===== config.mk =====
export PLATFORM = sky130hd
export DESIGN_NAME = alu_issue_stage
export DESIGN_NICKNAME = d
export VERILOG_FILES = /design/src/rtl/alu_pkg.sv /design/src/rtl/alu_regfile.sv /design/src/rtl/alu_issue_stage.sv
export SDC_FILE = /design/constraint.sdc
export NUM_CORES = 1
export LEC_CHECK = 0
export CELL_PAD_IN_SITES_DETAIL_PLACEMENT = 2
export CELL_PAD_IN_SITES_GLOBAL_PLACEMENT = 2
export CORE_MARGIN = 2
export CORE_UTILIZATION = 37
export CTS_CLUSTER_DIAMETER = 50
export DETAILED_ROUTE_END_ITERATION = 12
export PLACE_DENSITY = 0.81
export SYNTH_ARGS = -nofsm -noshare
export SYNTH_HDL_FRONTEND = slang
export SYNTH_SLANG_ARGS = --single-unit

===== constraint.sdc =====
create_clock -name clk -period 3.35 [get_ports clk]
set_input_delay 0.8375 -clock clk [delete_from_list [all_inputs] [get_ports clk]]
set_output_delay 0.8375 -clock clk [all_outputs]
set_load 0.05 [all_outputs]

===== src/rtl/alu_pkg.sv =====
// Shared definitions for the ALU issue stage: default widths, ALU op codes
// and the set of ops whose carry output is architecturally visible.
package alu_pkg;

  localparam int DEF_DATA_W  = 8;
  localparam int DEF_REG_NUM = 8;
  localparam int DEF_ADDR_W  = 3;

  localparam logic [3:0] OP_ADD = 4'b0000;
  localparam logic [3:0] OP_SUB = 4'b0001;
  localparam logic [3:0] OP_AND = 4'b0010;
  localparam logic [3:0] OP_OR  = 4'b0011;
  localparam logic [3:0] OP_XOR = 4'b0100;
  localparam logic [3:0] OP_NOT = 4'b0101;
  localparam logic [3:0] OP_SHL = 4'b0110;
  localparam logic [3:0] OP_SHR = 4'b0111;
  localparam logic [3:0] OP_SRA = 4'b1000;
  localparam logic [3:0] OP_ROL = 4'b1001;
  localparam logic [3:0] OP_ROR = 4'b1010;
  localparam logic [3:0] OP_LT  = 4'b1011;
  localparam logic [3:0] OP_EQ  = 4'b1100;
  localparam logic [3:0] OP_NOP = 4'b1101;

  // Bit n set means op code n updates flag_carry (add and sub only).
  localparam logic [15:0] CARRY_OPS = 16'b0000_0000_0000_0011;

  function automatic logic op_sets_carry(input logic [3:0] op);
    return CARRY_OPS[op];
  endfunction

endpackage


===== src/rtl/alu_regfile.sv =====
// Register file for the ALU issue stage: REG_NUM x DATA_W, asynchronous
// reset, two combinational operand read ports, one debug read port and a
// single write port shared by writeback and host load (load has priority).
module alu_regfile
  import alu_pkg::*;
#(
  parameter int DATA_W  = DEF_DATA_W,
  parameter int ADDR_W  = DEF_ADDR_W,
  parameter int REG_NUM = DEF_REG_NUM
) (
  input  logic              clk,
  input  logic              rst_n,
  input  logic              wb_en,
  input  logic [ADDR_W-1:0] wb_addr,
  input  logic [DATA_W-1:0] wb_data,
  input  logic              ld_en,
  input  logic [ADDR_W-1:0] ld_addr,
  input  logic [DATA_W-1:0] ld_data,
  input  logic [ADDR_W-1:0] rs_addr,
  output logic [DATA_W-1:0] rs_data,
  input  logic [ADDR_W-1:0] rt_addr,
  output logic [DATA_W-1:0] rt_data,
  input  logic [ADDR_W-1:0] dbg_addr,
  output logic [DATA_W-1:0] dbg_data
);

  logic [DATA_W-1:0] mem [REG_NUM];

  // Single write port: a host load to the same entry overrides writeback.
  always_ff @(posedge clk or negedge rst_n) begin
    if (!rst_n) begin
      for (int i = 0; i < REG_NUM; i++) mem[i] <= '0;
    end else begin
      for (int i = 0; i < REG_NUM; i++) begin
        if (ld_en && (ld_addr == ADDR_W'(i))) begin
          mem[i] <= ld_data;
        end else if (wb_en && (wb_addr == ADDR_W'(i))) begin
          mem[i] <= wb_data;
        end
      end
    end
  end

  // Combinational reads; no bypass of same-edge writes.
  always_comb begin
    rs_data  = mem[rs_addr];
    rt_data  = mem[rt_addr];
    dbg_data = mem[dbg_addr];
  end

endmodule


===== src/rtl/alu_issue_stage.sv =====
// Operand/issue stage feeding an external combinational 8-bit ALU.
// Instructions are accepted over valid/ready, operands are registered into
// the ALU, and the ALU result is written back one cycle later.
// Build option ALU_FWD_EN: when defined, an EX-to-issue bypass removes the
// read-after-write stall; when undefined, a dependent instruction waits one
// cycle with in_ready low.
//
// Handshake: an instruction transfers on a rising edge where in_valid and
// in_ready are both 1. in_ready depends only on ld_en and (without the
// bypass) on a RAW hazard against the instruction in EX; it never depends on
// the ALU side, so the stage always drains. in_valid may be raised or
// dropped freely; the offered fields are only meaningful while it is high.
module alu_issue_stage
  import alu_pkg::*;
#(
  parameter int DATA_W  = DEF_DATA_W,
  parameter int REG_NUM = DEF_REG_NUM,
  parameter int ADDR_W  = DEF_ADDR_W
) (
  input  logic              clk,
  input  logic              rst_n,
  input  logic              in_valid,
  output logic              in_ready,
  input  logic [3:0]        in_op,
  input  logic [ADDR_W-1:0] in_rd,
  input  logic [ADDR_W-1:0] in_rs,
  input  logic [ADDR_W-1:0] in_rt,
  input  logic              in_imm_en,
  input  logic [DATA_W-1:0] in_imm,
  input  logic              ld_en,
  input  logic [ADDR_W-1:0] ld_addr,
  input  logic [DATA_W-1:0] ld_data,
  output logic [3:0]        alu_ctrl,
  output logic [DATA_W-1:0] alu_x,
  output logic [DATA_W-1:0] alu_y,
  input  logic [DATA_W-1:0] alu_out,
  input  logic              alu_carry,
  output logic              wb_valid,
  output logic [ADDR_W-1:0] wb_rd,
  output logic [DATA_W-1:0] wb_data,
  output logic              flag_carry,
  output logic              flag_zero,
  input  logic [ADDR_W-1:0] dbg_addr,
  output logic [DATA_W-1:0] dbg_data
);

  logic              ex_valid;
  logic [ADDR_W-1:0] ex_rd;
  logic [DATA_W-1:0] rs_data;
  logic [DATA_W-1:0] rt_data;
  logic [DATA_W-1:0] src_x;
  logic [DATA_W-1:0] src_y;
  logic              stall;
  logic              accept;

  alu_regfile #(
    .DATA_W  (DATA_W),
    .ADDR_W  (ADDR_W),
    .REG_NUM (REG_NUM)
  ) u_regfile (
    .clk      (clk),
    .rst_n    (rst_n),
    .wb_en    (ex_valid),
    .wb_addr  (ex_rd),
    .wb_data  (alu_out),
    .ld_en    (ld_en),
    .ld_addr  (ld_addr),
    .ld_data  (ld_data),
    .rs_addr  (in_rs),
    .rs_data  (rs_data),
    .rt_addr  (in_rt),
    .rt_data  (rt_data),
    .dbg_addr (dbg_addr),
    .dbg_data (dbg_data)
  );

  // Operand selection, hazard handling and the ready decision.
  always_comb begin
    src_x = rs_data;
    src_y = in_imm_en ? in_imm : rt_data;
    stall = 1'b0;
`ifdef ALU_FWD_EN
    if (ex_valid && (in_rs == ex_rd)) src_x = alu_out;
    if (ex_valid && !in_imm_en && (in_rt == ex_rd)) src_y = alu_out;
`else
    stall = in_valid && ex_valid &&
            ((in_rs == ex_rd) || (!in_imm_en && (in_rt == ex_rd)));
`endif
    in_ready = !ld_en && !stall;
    accept   = in_valid && in_ready;
  end

  // Issue register: drive the ALU with the accepted instruction, else a nop.
  always_ff @(posedge clk or negedge rst_n) begin
    if (!rst_n) begin
      alu_ctrl <= OP_NOP;
      alu_x    <= '0;
      alu_y    <= '0;
      ex_rd    <= '0;
      ex_valid <= 1'b0;
    end else if (accept) begin
      alu_ctrl <= in_op;
      alu_x    <= src_x;
      alu_y    <= src_y;
      ex_rd    <= in_rd;
      ex_valid <= 1'b1;
    end else begin
      alu_ctrl <= OP_NOP;
      ex_valid <= 1'b0;
    end
  end

  // Writeback report and flags, captured from the ALU at the end of EX.
  always_ff @(posedge clk or negedge rst_n) begin
    if (!rst_n) begin
      wb_valid   <= 1'b0;
      wb_rd      <= '0;
      wb_data    <= '0;
      flag_carry <= 1'b0;
      flag_zero  <= 1'b0;
    end else begin
      wb_valid <= ex_valid;
      if (ex_valid) begin
        wb_rd     <= ex_rd;
        wb_data   <= alu_out;
        flag_zero <= (alu_out == '0);
        if (op_sets_carry(alu_ctrl)) flag_carry <= alu_carry;
      end
    end
  end

endmodule

==> results <==
- STA classifies the critical path startpoint as an input pin.
- The maximum level of the CTS H-tree is 3.
- After technology mapping, the gate count stands at 517.
- Across all layers, the routed design uses 4,803 vias.
- For this configuration, the core starts out at a cell density of 0.375.
- By area, the combinational part of the netlist is dominated by multiplexers.
- The detail route stage leaves a number of antenna-violating nets equal to 0.
- The ratio of total power to cell area is 662 nW/µm².
- The first global-routing pass estimated 33,600 µm of wire.
- Hold is met by 0.481 ns.
- Summed over all cells, the static leakage comes to 3.14 nW.
- The worst hold path belongs to the class input pin to async pin.
- The initialized floorplan defines 47 standard-cell rows.
- The data required time at the worst endpoint is 2.51 ns.
- The synthesized-area fraction occupied by ao, oa, aoi and oai cells is 0.0692.
- The relative max-transition margin is 0.395.
- The detailed router finished its first iteration with 374 violations.
- Leaving out fill and tap cells, the most frequent cell in the layout is sky130_fd_sc_hd__dfrtp_1.
- The fraction of synthesized area in multiplexers is 0.373.
- The final HPWL from detailed placement is 14,500 µm.
- For this run, the share of the core covered by cells in the final layout is 0.465.
- The number of global-route vias before repair is 5,335.
- The setup clock skew after layout is 0.00734 ns.
- The post-synthesis xor/xnor area fraction is 0.00855.
- The number of vias per cell is 5.88.
- In the global route stage, met3 resource usage came out at 0.0479.
- VDD sags by at most 0.301 mV.
- The share of the synthesized area in the top cell type is 0.403.
- Setup violations remaining at the end of the flow were counted as 0.
- The slowest stage of the critical path is the sky130_fd_sc_hd__mux4_2 cell.
- Port buffering added 91 buffers.
- The remaining global-route overflow is 0.
- STA classifies the critical path endpoint as a primary output.
- The met1 track utilization from global routing is 0.334.
- The synthesized-area fraction occupied by adder cells is 0.
- The die is 133 µm wide.
- The number of iterations in the first detailed-routing pass is 4.
- The root buffer cell is sky130_fd_sc_hd__clkbuf_16.
- At the pin with the least slew margin, the transition time is 0.905 ns.
- The mapped cell area is 6150 µm².
- The standard cell core area is 16,400 µm².
- The shortest period the worst path allows is 3.28 ns.
- No sink is reached through more buffers than the 2 on the longest clock path.
- In this run the post-CTS setup repair buffer count came out at 0.
- The clock sink count is 102.
- The part of the cycle the worst path needs is 0.978.
- The startpoint-to-endpoint class of the critical path is input pin to primary output.
- The clock latency of the later-clocked register in the worst-skew pair is 0.36 ns.
- Timing would allow up to 305 MHz.
- The design draws 0.00505 W.
- After detailed routing, the average wire length per cell comes to 26.8 µm.
- The busiest metal layer after global routing is met2.
- The initial antenna violation count was 0.
- A synthesized cell averages 11.9 µm².
- The flow ran to the end, and the final reports show no timing, DRC or antenna violations.
- For this design the top-level I/O count stands at 92.
- Of all cell types, the one taking the most synthesized area is sky130_fd_sc_hd__dfrtp_1.
- Clock-pin slew was measured on the worst setup and hold paths at 0.07 ns.
- The net count of the mapped netlist is 566.
- The total number of yosys warnings is 0.
- The number of endpoints with negative hold slack in the final report was 0.
- Setup repair after global routing left no endpoint under its margin.
- In the global route stage, met2 resource usage came out at 0.437.
- The sequential element share of the synthesized area is 0.416.
- Traced cell by cell, the critical path runs through dlygate4sd2_1 > bufbuf_16 > mux4_2 > mux2_2 > buf_4.
- The number of buffers and inverters on the critical path is 3.
- In the routed design, unresolved DRC markers number 0.
- The maximum fanout along the worst path is 8.
- In the final timing run, aggregate negative setup slack is 0 ns.
- The count of different cell masters after synthesis is 33.
- The max-slew violation total from the final report was 0.
- Across every metal layer, demand over resource in global routing totals 0.257.
- The fraction of layout cells with a size suffix above 1 is 0.240.
- The number of nets in the finished design is 640.
- TritonCTS built the clock tree.
- The largest single stage delay on the critical path is 0.50 ns.
- The weighted congestion reported at the end of routability-driven placement is 0.833.
- Compared with the post-synthesis result, the final layout area differs by 24.1%.
- The final layout contains routed wiring with a total length of 21,900 µm.
- The dominant delay contributor by cell family on the critical path is buffers and inverters.
- The die area is 17,700 µm².
- At the worst endpoint, the arrival time is 2.44 ns.
- The y dimension of the die is 133 µm.
- Entering global routing, the biggest net connects 59 pins.
- Sorting the synthesized cells by area gives the leading types as sky130_fd_sc_hd__dfrtp_1, sky130_fd_sc_hd__mux4_2, sky130_fd_sc_hd__mux2i_1.
- Of the total synthesized cell area, the portion taken by AND, OR, NAND and NOR gates is 0.0796.
- TritonCTS created 9 clock buffers.
- The synthesized design contains 102 register bits.
- In the layout the commonest cells are sky130_fd_sc_hd__dfrtp_1, sky130_fd_sc_hd__clkdlybuf4s50_1, sky130_fd_sc_hd__mux2i_1.
- The number of max-cap violations is 0.
==> final timing paths <==
kind	slack, ns	end	depth (start not counted)	from
max in group asynchronous	2.06	alu_ctrl[3]	2	rst_n
worst max register to register	0.93	u_regfile.mem[32]	4	ex_valid
worst min-delay path	0.48	u_regfile.mem[10]	1	rst_n
worst max-delay path	0.07	dbg_data[3]	5	dbg_addr[0]
worst min register to register	0.51	alu_y[3]	1	alu_y[3]
min in group clk	0.51	alu_y[3]	1	alu_y[3]
==> layer usage <==
layer / part of all wire / vias to the layer above / wire (µm)
li1: - / 2059 / -
met1: 0.40 / 2534 / 8750
met2: 0.51 / 179 / 11200
met3: 0.068 / 31 / 1480
met4: 0.023 / 0 / 508
met5: 0 / - / 0
==> metrics by stage <==
stage,worst slack [ns],area (µm²),instances
detailed placement,-0.0645,7310,799
floorplan,0.240,6150,517
global placement,-0.0354,7310,799
CTS,0.0685,7630,816
finish,0.0748,7630,817
global route,0.00789,7630,816
==> cell families after synthesis <==
| group | Yosys count |
|---|---|
| AOI/OAI and AO/OA | 83 |
| muxes | 158 |
| buffers and inverters | 69 |
| and+or+nand+nor | 99 |
| DFF | 102 |
| xor gates and xnor gates | 6 |
==> where the power goes <==
part / switching (W) / leakage [nW] / internal [W]
Clock: 0.000513 / 0.131 / 0.000549
Sequential: 0.000393 / 1.20 / 0.00159
Combinational: 0.00107 / 1.81 / 0.000939
Total: 0.00198 / 3.14 / 0.00307
==> timing repair <==
| action | in CTS | in global routing |
|---|---|---|
| hold buffers | 0 | 0 |
| gates resized for setup | 1 | 0 |
| endpoints found under the setup margin | 8 | 0 |
==> Yosys cell counts (all sizes together) <==
cell type  number
a21oi          41
buf            24
clkbuf         33
dfrtp          99
dfstp           3
inv            12
mux2           46
mux2i          64
mux4           48
nand2          34
nand2b          5
nand3           1
nand4           3
nand4b          6
nand4bb         1
nor2           33
nor3            4
nor3b           4
nor4            3
nor4b           1
o21ai          34
o22ai           8
or2             4
xnor2           3
xor2            3
==> area by class of cell <==
| type | instances | area, µm² |
|---|---|---|
| tap | 220 | 275 |
| fill | 1593 | 8780 |
| sequential | 102 | 2560 |
| multi-input combinational | 346 | 3260 |
| clock buffer | 12 | 256 |
| clock inverter | 4 | 31.3 |
| inverter | 12 | 45.0 |
| timing repair buffer | 120 | 1200 |
| antenna | 1 | 2.50 |
==> state kept, by name (all words and copies together) (netlist names) <==
register / count
wb_rd: 3
flag_carry: 1
ex_valid: 1
wb_valid: 1
wb_data: 8
alu_x: 8
ex_rd: 3
alu_ctrl: 4
u_regfile.mem: 64
flag_zero: 1
alu_y: 8
Power figures use the tool's default switching activity.
